$ cat config.mk
export PLATFORM = sky130hd
export DESIGN_NAME = seg7_scan_capture
export DESIGN_NICKNAME = d
export VERILOG_FILES = /design/src/rtl/seg7_scan_capture.sv
export SDC_FILE = /design/constraint.sdc
export NUM_CORES = 1
export LEC_CHECK = 0
export CAP_MARGIN = 20
export CELL_PAD_IN_SITES_DETAIL_PLACEMENT = 0
export CELL_PAD_IN_SITES_GLOBAL_PLACEMENT = 1
export CORE_MARGIN = 8
export CORE_UTILIZATION = 40
export DETAILED_ROUTE_END_ITERATION = 16
export HOLD_SLACK_MARGIN = 0.08
export PLACE_DENSITY_LB_ADDON = 0.1
export SLEW_MARGIN = 20
export SYNTH_ARGS = -nofsm -noshare
export SYNTH_HDL_FRONTEND = slang
export SYNTH_SLANG_ARGS = --single-unit
$ cat constraint.sdc
create_clock -name clk -period 4.98 [get_ports clk]
set_input_delay 0.498 -clock clk [delete_from_list [all_inputs] [get_ports clk]]
set_output_delay 0.498 -clock clk [all_outputs]
set_load 0.01 [all_outputs]
$ cat src/rtl/seg7_scan_capture.sv
// Multiplexed 7-segment bus monitor: recovers per-digit values from the scan.
// Define SEG7_HEX_DECODE_EN to also accept the A-F glyphs.
module seg7_scan_capture #(
   parameter int DIGITS        = 8,
   parameter int STABLE_CYCLES = 4,
   parameter int IDX_W         = 3
) (
   input  logic                clk,
   input  logic                rst_n,
   input  logic [6:0]          iSeg,
   input  logic [DIGITS-1:0]   iAn,
   input  logic                iClrErr,
   output logic [4*DIGITS-1:0] oDigits,
   output logic [DIGITS-1:0]   oValid,
   output logic                oUpdate,
   output logic                oFrame,
   output logic                oErr,
   output logic [IDX_W-1:0]    oErrIdx
);

   typedef enum logic [1:0] {
      IDLE,
      SETTLE,
      HELD
   } state_t;

   state_t state_q, state_d;
   logic [7:0] cnt_q, cnt_d;

   logic [DIGITS-1:0] an_q, an_p_q;
   logic [6:0]        seg_q, seg_p_q;

   logic [4*DIGITS-1:0] dig_q, dig_d;
   logic [DIGITS-1:0]   val_q, val_d;
   logic [DIGITS-1:0]   mask_q, mask_d;
   logic                upd_q, upd_d;
   logic                frm_q, frm_d;
   logic                err_q, err_d;
   logic [IDX_W-1:0]    eidx_q, eidx_d;

   logic             changed;
   logic             single;
   logic [IDX_W-1:0] sel_idx;
   logic [7:0]       nlow;
   logic             cap;
   logic             dec_ok;
   logic [3:0]       dec_val;

   // Idle bus (all lines high) is the reset sample: never a selection.
   always_ff @(posedge clk or negedge rst_n) begin
      if (!rst_n) begin
         an_q    <= '1;
         seg_q   <= '1;
         an_p_q  <= '1;
         seg_p_q <= '1;
      end else begin
         an_q    <= iAn;
         seg_q   <= iSeg;
         an_p_q  <= an_q;
         seg_p_q <= seg_q;
      end
   end

   assign changed = (an_q != an_p_q) || (seg_q != seg_p_q);

   always_comb begin
      nlow    = '0;
      sel_idx = '0;
      for (int k = 0; k < DIGITS; k++) begin
         if (!an_q[k]) begin
            nlow    = nlow + 8'd1;
            sel_idx = IDX_W'(k);
         end
      end
      single = (nlow == 8'd1);
   end

   always_comb begin
      dec_ok  = 1'b1;
      dec_val = 4'h0;
      unique case (seg_q)
         7'b1000000: dec_val = 4'h0;
         7'b1111001: dec_val = 4'h1;
         7'b0100100: dec_val = 4'h2;
         7'b0110000: dec_val = 4'h3;
         7'b0011001: dec_val = 4'h4;
         7'b0010010: dec_val = 4'h5;
         7'b0000010: dec_val = 4'h6;
         7'b1111000: dec_val = 4'h7;
         7'b0000000: dec_val = 4'h8;
         7'b0010000: dec_val = 4'h9;
`ifdef SEG7_HEX_DECODE_EN
         7'b0001000: dec_val = 4'hA;
         7'b0000011: dec_val = 4'hB;
         7'b1000110: dec_val = 4'hC;
         7'b0100001: dec_val = 4'hD;
         7'b0000110: dec_val = 4'hE;
         7'b0001110: dec_val = 4'hF;
`endif
         default:    dec_ok  = 1'b0;
      endcase
   end

   always_comb begin
      state_d = state_q;
      cnt_d   = cnt_q;
      cap     = 1'b0;
      case (state_q)
         IDLE: begin
            if (single) begin
               cnt_d   = 8'd1;
               state_d = SETTLE;
            end
         end
         SETTLE: begin
            if (!single) begin
               state_d = IDLE;
            end else if (changed) begin
               cnt_d = 8'd1;
            end else if (cnt_q >= 8'(STABLE_CYCLES)) begin
               cap     = 1'b1;
               state_d = HELD;
            end else begin
               cnt_d = cnt_q + 8'd1;
            end
         end
         HELD: begin
            if (!single) begin
               state_d = IDLE;
            end else if (changed) begin
               cnt_d   = 8'd1;
               state_d = SETTLE;
            end
         end
         default: state_d = IDLE;
      endcase
   end

   // A capture's error set takes priority over a same-cycle clear.
   always_comb begin
      dig_d  = dig_q;
      val_d  = val_q;
      mask_d = mask_q;
      upd_d  = 1'b0;
      frm_d  = 1'b0;
      err_d  = err_q;
      eidx_d = eidx_q;
      if (iClrErr) err_d = 1'b0;
      if (cap) begin
         if (dec_ok) begin
            dig_d[int'(sel_idx)*4 +: 4] = dec_val;
            val_d[sel_idx]  = 1'b1;
            mask_d[sel_idx] = 1'b1;
            upd_d           = 1'b1;
            if (&mask_d) begin
               frm_d  = 1'b1;
               mask_d = '0;
            end
         end else begin
            err_d  = 1'b1;
            eidx_d = sel_idx;
         end
      end
   end

   always_ff @(posedge clk or negedge rst_n) begin
      if (!rst_n) begin
         state_q <= IDLE;
         cnt_q   <= '0;
         dig_q   <= '0;
         val_q   <= '0;
         mask_q  <= '0;
         upd_q   <= 1'b0;
         frm_q   <= 1'b0;
         err_q   <= 1'b0;
         eidx_q  <= '0;
      end else begin
         state_q <= state_d;
         cnt_q   <= cnt_d;
         dig_q   <= dig_d;
         val_q   <= val_d;
         mask_q  <= mask_d;
         upd_q   <= upd_d;
         frm_q   <= frm_d;
         err_q   <= err_d;
         eidx_q  <= eidx_d;
      end
   end

   assign oDigits = dig_q;
   assign oValid  = val_q;
   assign oUpdate = upd_q;
   assign oFrame  = frm_q;
   assign oErr    = err_q;
   assign oErrIdx = eidx_q;

endmodule
* After elaboration in Yosys (flattened, before gate mapping)
Cells that the tools add are included.
** Cells by class
- Reductions and logical operators :: 11
- Div/mod/pow operators :: 0
- Magnitude comparators :: 3
- Mux-type cells :: 47
- Shifts and indexed selects :: 2
- $mul :: 0
- Equality and inequality tests :: 22
- Bitwise gates (word level) :: 3
- $add $sub $neg :: 9
** Operators with widths (number)
- 2-to-1 mux 8 bit :: 14
- adder 8 x 1 -> 8 bit (second input constant) :: 8
- one-hot mux 4 bit (9 select lines) :: 1
- negator 5 -> 33 bit :: 1
- variable shift 4 x 33 -> 32 bit (first input constant) :: 1
- indexed part select 4 x 33 -> 32 bit :: 1
- bitwise mux 32 bit :: 1
- one-hot mux 8 bit (3 select lines) :: 1
- equality test 7 x 5 -> 1 bit (second input constant) :: 3
- equality test 7 bit (second input constant) :: 3
- 2-to-1 mux 3 bit :: 6
- 2-to-1 mux 1 bit :: 16
- OR 8 bit :: 2
- equality test 7 x 6 -> 1 bit (second input constant) :: 2
- 2-to-1 mux 2 bit :: 6
- inequality test 3 bit (second input constant) :: 4
- OR reduction 10 bit :: 1
- equality test 8 x 1 -> 1 bit (second input constant) :: 1
- greater-or-equal comparator 8 x 3 -> 1 bit (second input constant) :: 1
- inequality test 2 bit (second input constant) :: 4
- inequality test 8 bit :: 1
- AND reduction 8 bit :: 1
- equality test 7 x 2 -> 1 bit (second input constant) :: 1
- logical NOT 7 bit :: 1
- 15 further kinds :: 16
** Storage, ports and cells
- Output and inout port bits :: 46
- Input bits :: 18
- Bits in registers :: 94
- Bits in writable memories :: 0
- Bits in latches :: 0
- ROM bits :: 0
- Memories kept :: 0

* Logic depth before layout (Yosys ltp)
Gate-level depths: netlist (run 1).
- Word-level depth :: 19
- Depth in mapped cells :: 28

* Least setup slack after synthesis (run 1)
No wires, ideal clock.
- Kind :: reg-to-reg
- Start point :: reg an_q[0]
- End point :: reg dig_q[30], in the netlist oDigits[30]
- Arrival time :: 5.207 ns
- Library setup time :: 0.125 ns
- Setup slack :: -0.352 ns
- Data required time :: 4.855 ns
- Cell stages (with the launch flop) :: 28
- Path buffers :: 2
- Path through :: dfstp_2 -> inv_1 -> ha_1 -> xnor2_1 -> ha_1 -> nand2b_1 -> nand2_1 -> ha_1 -> inv_1 -> mux2i_1 -> a31oi_1 -> inv_1 -> ha_1 -> nor2_1 -> a21oi_1 -> ha_1 -> nand2b_1 -> nand2_1 -> ha_1 -> nor2b_1 -> xnor2_1 -> nand3b_1 -> a211o_1 -> a21o_1 -> buf_6 -> buf_4 -> nor4_4 -> mux2_2
** Between the ends
- Word-level cells in the longest chain between the ends :: 19
- Elaborated cells between the ends (all ways) :: 22
** Ends and longest elaborated chain
- start: declaration :: line 30 : logic [DIGITS-1:0] an_q, an_p_q;
- start signal: assignment :: line 57 : an_q <= iAn;
- 2-to-1 mux 1 bit :: line 70 : if (!an_q[k]) begin
- adder 8 x 1 -> 8 bit :: line 71 : nlow = nlow + 8'd1;
- 2-to-1 mux 8 bit :: line 70
- adder 8 x 1 -> 8 bit :: line 71
- 2-to-1 mux 8 bit :: line 70
- adder 8 x 1 -> 8 bit :: line 71
- 2-to-1 mux 8 bit :: line 70
- adder 8 x 1 -> 8 bit :: line 71
- (+3 left out)
- adder 8 x 1 -> 8 bit :: line 71
- 2-to-1 mux 8 bit :: line 70
- adder 8 x 1 -> 8 bit :: line 71
- 2-to-1 mux 8 bit :: line 70
- equality test 8 x 1 -> 1 bit :: line 75 : single = (nlow == 8'd1);
- 2-to-1 mux 1 bit (*) :: line 116 : if (!single) begin
- 2-to-1 mux 1 bit (*) :: line 108 : case (state_q)
- AND reduction 2 bit (no source line) (*)
- end signal: assignment :: line 180 : dig_q <= dig_d;
- end: declaration :: line 33 : logic [4*DIGITS-1:0] dig_q, dig_d;
Every way passes the cells marked *; elsewhere a longest branch is shown, timed or not.
A chain may end at the register's enable or synchronous reset.

* Worst setup path in the final report (run 1)
- Start point :: reg an_q[1]
- End point :: reg dig_q[14], in the netlist oDigits[14]
** Between the ends
- Word-level cells in the longest chain between the ends :: 17
- Elaborated cells between the ends (all ways) :: 31
** Ends and longest elaborated chain (line)
- 2-to-1 mux 8 bit :: 70
- adder 8 x 1 -> 8 bit :: 71
- 2-to-1 mux 8 bit :: 70
- adder 8 x 1 -> 8 bit :: 71
- 2-to-1 mux 8 bit :: 70
- adder 8 x 1 -> 8 bit :: 71
- 2-to-1 mux 8 bit :: 70
- adder 8 x 1 -> 8 bit :: 71
- 2-to-1 mux 8 bit :: 70
- adder 8 x 1 -> 8 bit :: 71
- 2-to-1 mux 8 bit :: 70
- adder 8 x 1 -> 8 bit :: 71
- 2-to-1 mux 8 bit :: 70
- equality test 8 x 1 -> 1 bit :: 75
- 2-to-1 mux 1 bit :: 116
- 2-to-1 mux 1 bit :: 108
- AND reduction 2 bit (no source line)
Parallel ways exist; a longest one is shown, timed or not.

==> flow_summary.ini, run 1 <==
[run_status]
status = finished with violations
violations = negative setup slack

[timing]
setup_slack_ps = -155.4
fmax_mhz = 194.7
tightest_slew_ps = 840.8
period_share_pct = 103.1
rsz0062_at_grt = yes
finalClockSkew_ps = 6.677
fin_crit_ps = 5135
setup_viol_count_final = 39
relSlewSlack_pct = 43.43
finalMaxSlewViolations = 0
finalHoldViolations = 0

[cts]
postCtsHoldBufs = 0
cts_htree_levels = 3
clk_pin_slew_ps = 60
cts_num_sinks = 94
clock_latency_ps = 340
cts_tree = yes
numCtsBuffers = 9
clockBufferDepth = 2
cts_root_buffer = clkbuf_16

[grt]
gr-usage-all-layers_pct = 14.60
grt_pass1_wl_um = 18500
grt_pass1_vias = 3487
grt_max_degree = 54
grt-ovfl-total = 0
grt_antenna_before_repair = 0

[critical_path]
endpoint_kind = register
critPathLaunchType = register
cp.arrival_ps = 5360
reg2regPathDepth = 27
required_ps = 5200
cp_max_fo = 5
critPathKind = register to register

[synth]
syn-num-nets = 423
ys_warn_count = 0
synth_ff_type = dfrtp_1
syn_area_mm2 = 0.004765
avgSynthCellArea_um2 = 12.09
synth-async-reset-ratio_pct = 100.0
ys_top_cells_by_area = dfrtp_1 34%, dfstp_2 17%, mux2_2 6.6%
synth_edf_count = 0
yosysSeqAreaShare_pct = 50.16
synth.ff_latch_count = 94
syn_inst = 394
synth_cell_types = 65
synth_largest_area_cell = dfrtp_1
synth_top_area_share_pct = 33.61

[finish]
layoutNonFillerInstCount = 644
antenna_cells = 0
syn2layout_area_growth_pct = 34.93
utilization_pct = 54.43
fin_nets = 521
layout-drive-gt1-share_pct = 33.40

[placement]
gp_congestion = 0.8063
dp_hpwl_um = 7871
dpl.cell_count = 617
port_buffers = 63

[pwr]
p_per_area_mw_per_mm2 = 302.4
irDropWorstVdd_mv = 0.1434
total_power_mw = 1.944
p_leak_nw = 2.767

[drt]
drc = 0
num_vias = 3426
wl_per_cell_um = 17.70
wl_um = 11400
drtPass1Iterations = 5
ant_nets = 0
vias_per_cell = 5.320
dr.first_iter.drc_count = 245

[job]
drv_cap = 0

[floorplan]
die_height_um = 125.1
die-area_mm2 = 0.01566
die_x_um = 125.1
rows = 40
core_mm2 = 0.01181
num_io_pins = 64
initial_utilization_pct = 40.34

[worst_hold_path]
hold_class = input port to async pin
-- logic make-up (layout without fill, tap and decap cells) --
| logic type | count (synthesis) | after routing | share of synthesized area (%) |
|---|---|---|---|
| simple gates | 119 | 119 | 17.17 |
| compound gates | 63 | 63 | 9.875 |
| flops | 94 | 94 | 50.16 |
| mux | 42 | 42 | 9.743 |
| xor+xnor | 28 | 28 | 6.224 |
| fa+ha+maj | 11 | 11 | 2.889 |
| buf+inv | 37 | 140 | 3.939 |
-- synthesized netlist by cell type, types with 3 or more instances --
master,n
mux2_1,7
a31o_2,4
o21ai_0,5
nor4b_1,4
a21oi_1,12
inv_1,18
nand3b_1,6
nand3_1,13
dfstp_2,30
mux2i_1,7
ha_1,11
nand2_1,25
a2bb2oi_1,5
buf_6,5
clkbuf_1,8
dfrtp_1,64
a31oi_1,8
nor2b_1,8
nand2b_1,7
nor4_1,8
nor2_1,16
nor4_4,8
nand4_1,4
buf_2,3
xnor2_1,24
nor3b_1,4
a21o_1,8
mux2_2,28
-- placed cells by master, fill, tap and decap left out, drive strengths merged, types with 13 or more instances in the layout --
master | netlist | final
inv | 18 | 19
mux2 | 35 | 35
xnor2 | 24 | 24
dfstp | 30 | 30
dfrtp | 64 | 64
nand2 | 25 | 25
clkdlybuf4s50 | 0 | 62
nor4 | 16 | 16
nor2 | 16 | 16
clkbuf | 8 | 13
buf | 11 | 43
a21oi | 13 | 13
nand3 | 13 | 13
-- worst paths after layout --
kind / from / endpoint / slack [ps]
max: an_q[1] / oDigits[14] / -160
min: rst_n / oErr / 200
max reg2reg: an_q[1] / oDigits[14] / -160
min reg2reg: seg_q[2] / seg_p_q[2] / 430
max in group asynchronous: rst_n / cnt_q[4] / 3770
min in group clk: seg_q[2] / seg_p_q[2] / 430
-- repair_timing --
action,4_1_cts,5_1_grt
gates cloned,0,1
buffers inserted,6,4
hold endpoints to repair,0,0
gates resized for setup,24,40
pin swaps,4,10
endpoints found under the setup margin,46,62
-- through the flow --
step	cell area [um^2]	hold WS [ps]	setup WS, ps	setup TNS (ps)
6_report	6429	202.3	-155.4	-2740
5_1_grt	6429	249.1	-359.3	-13560
4_1_cts	6181	219.9	-177.8	-4093
3_5_place_dp	5786	412.0	-213.6	-6119
3_3_place_gp	5786	411.0	-145.3	-2819
2_1_floorplan	4840	202.4	-40.10	-102.8
-- cell type report --
type / count / area [um^2]
flip-flops and latches: 94 / 2390
clock inverters: 4 / 23.77
clock buffers: 12 / 236.5
fillers: 1021 / 5383
well taps: 147 / 183.9
repair buffers: 106 / 1035
inverters: 18 / 67.56
multi-input cells: 263 / 2492
-- critical path, stage by stage, from the launching register on --
cell       delay (ps)
dfstp_2           550
inv_2              50
ha_4              240
xnor2_2           130
ha_1              270
nand2b_1          130
nand2_2            90
ha_4              220
inv_2              60
mux2i_2            70
a31oi_1           200
inv_1             110
ha_4              290
nor2_4             40
a21oi_4           160
ha_4              230
nand2b_4           70
nand2_4            50
ha_4              140
nor2b_4           120
xnor2_2           150
or2_1             210
a211o_1           310
a21o_1            230
clkbuf_16         190
nor4_4            240
buf_4             200
mux2_4            300
-- power by group --
part	total [mW]	leakage (nW)	switching [mW]	internal [mW]
registers	0.813	1.20	0.0237	0.790
logic	0.511	1.44	0.257	0.254
clock network	0.620	0.127	0.283	0.338
total	1.94	2.77	0.563	1.38
-- flip-flops by register name, indices dropped and copies added (netlist names), 7 cells and up --
name     count
oDigits     32
an_p_q       8
an_q         8
cnt_q        8
mask_q       8
oValid       8
seg_p_q      7
seg_q        7
-- per-layer routing --
metal	global-route usage, %	share of wire (%)	vias to the layer above	wire [um]
met2	21.92	46	72	5200
li1	-	-	1623	-
met3	3.825	4.7	15	538
met4	5.659	1.4	0	165
met5	0	0	-	0
met1	19.67	48	1716	5496
No activity file was read; power rests on OpenSTA's default activity.
==> run 2, diff against run 1 <==
- CTS_CLUSTER_SIZE: not set -> 25
==> results of run 2 <==
The final DEF is identical to that of run 1; final timing and power are the same.
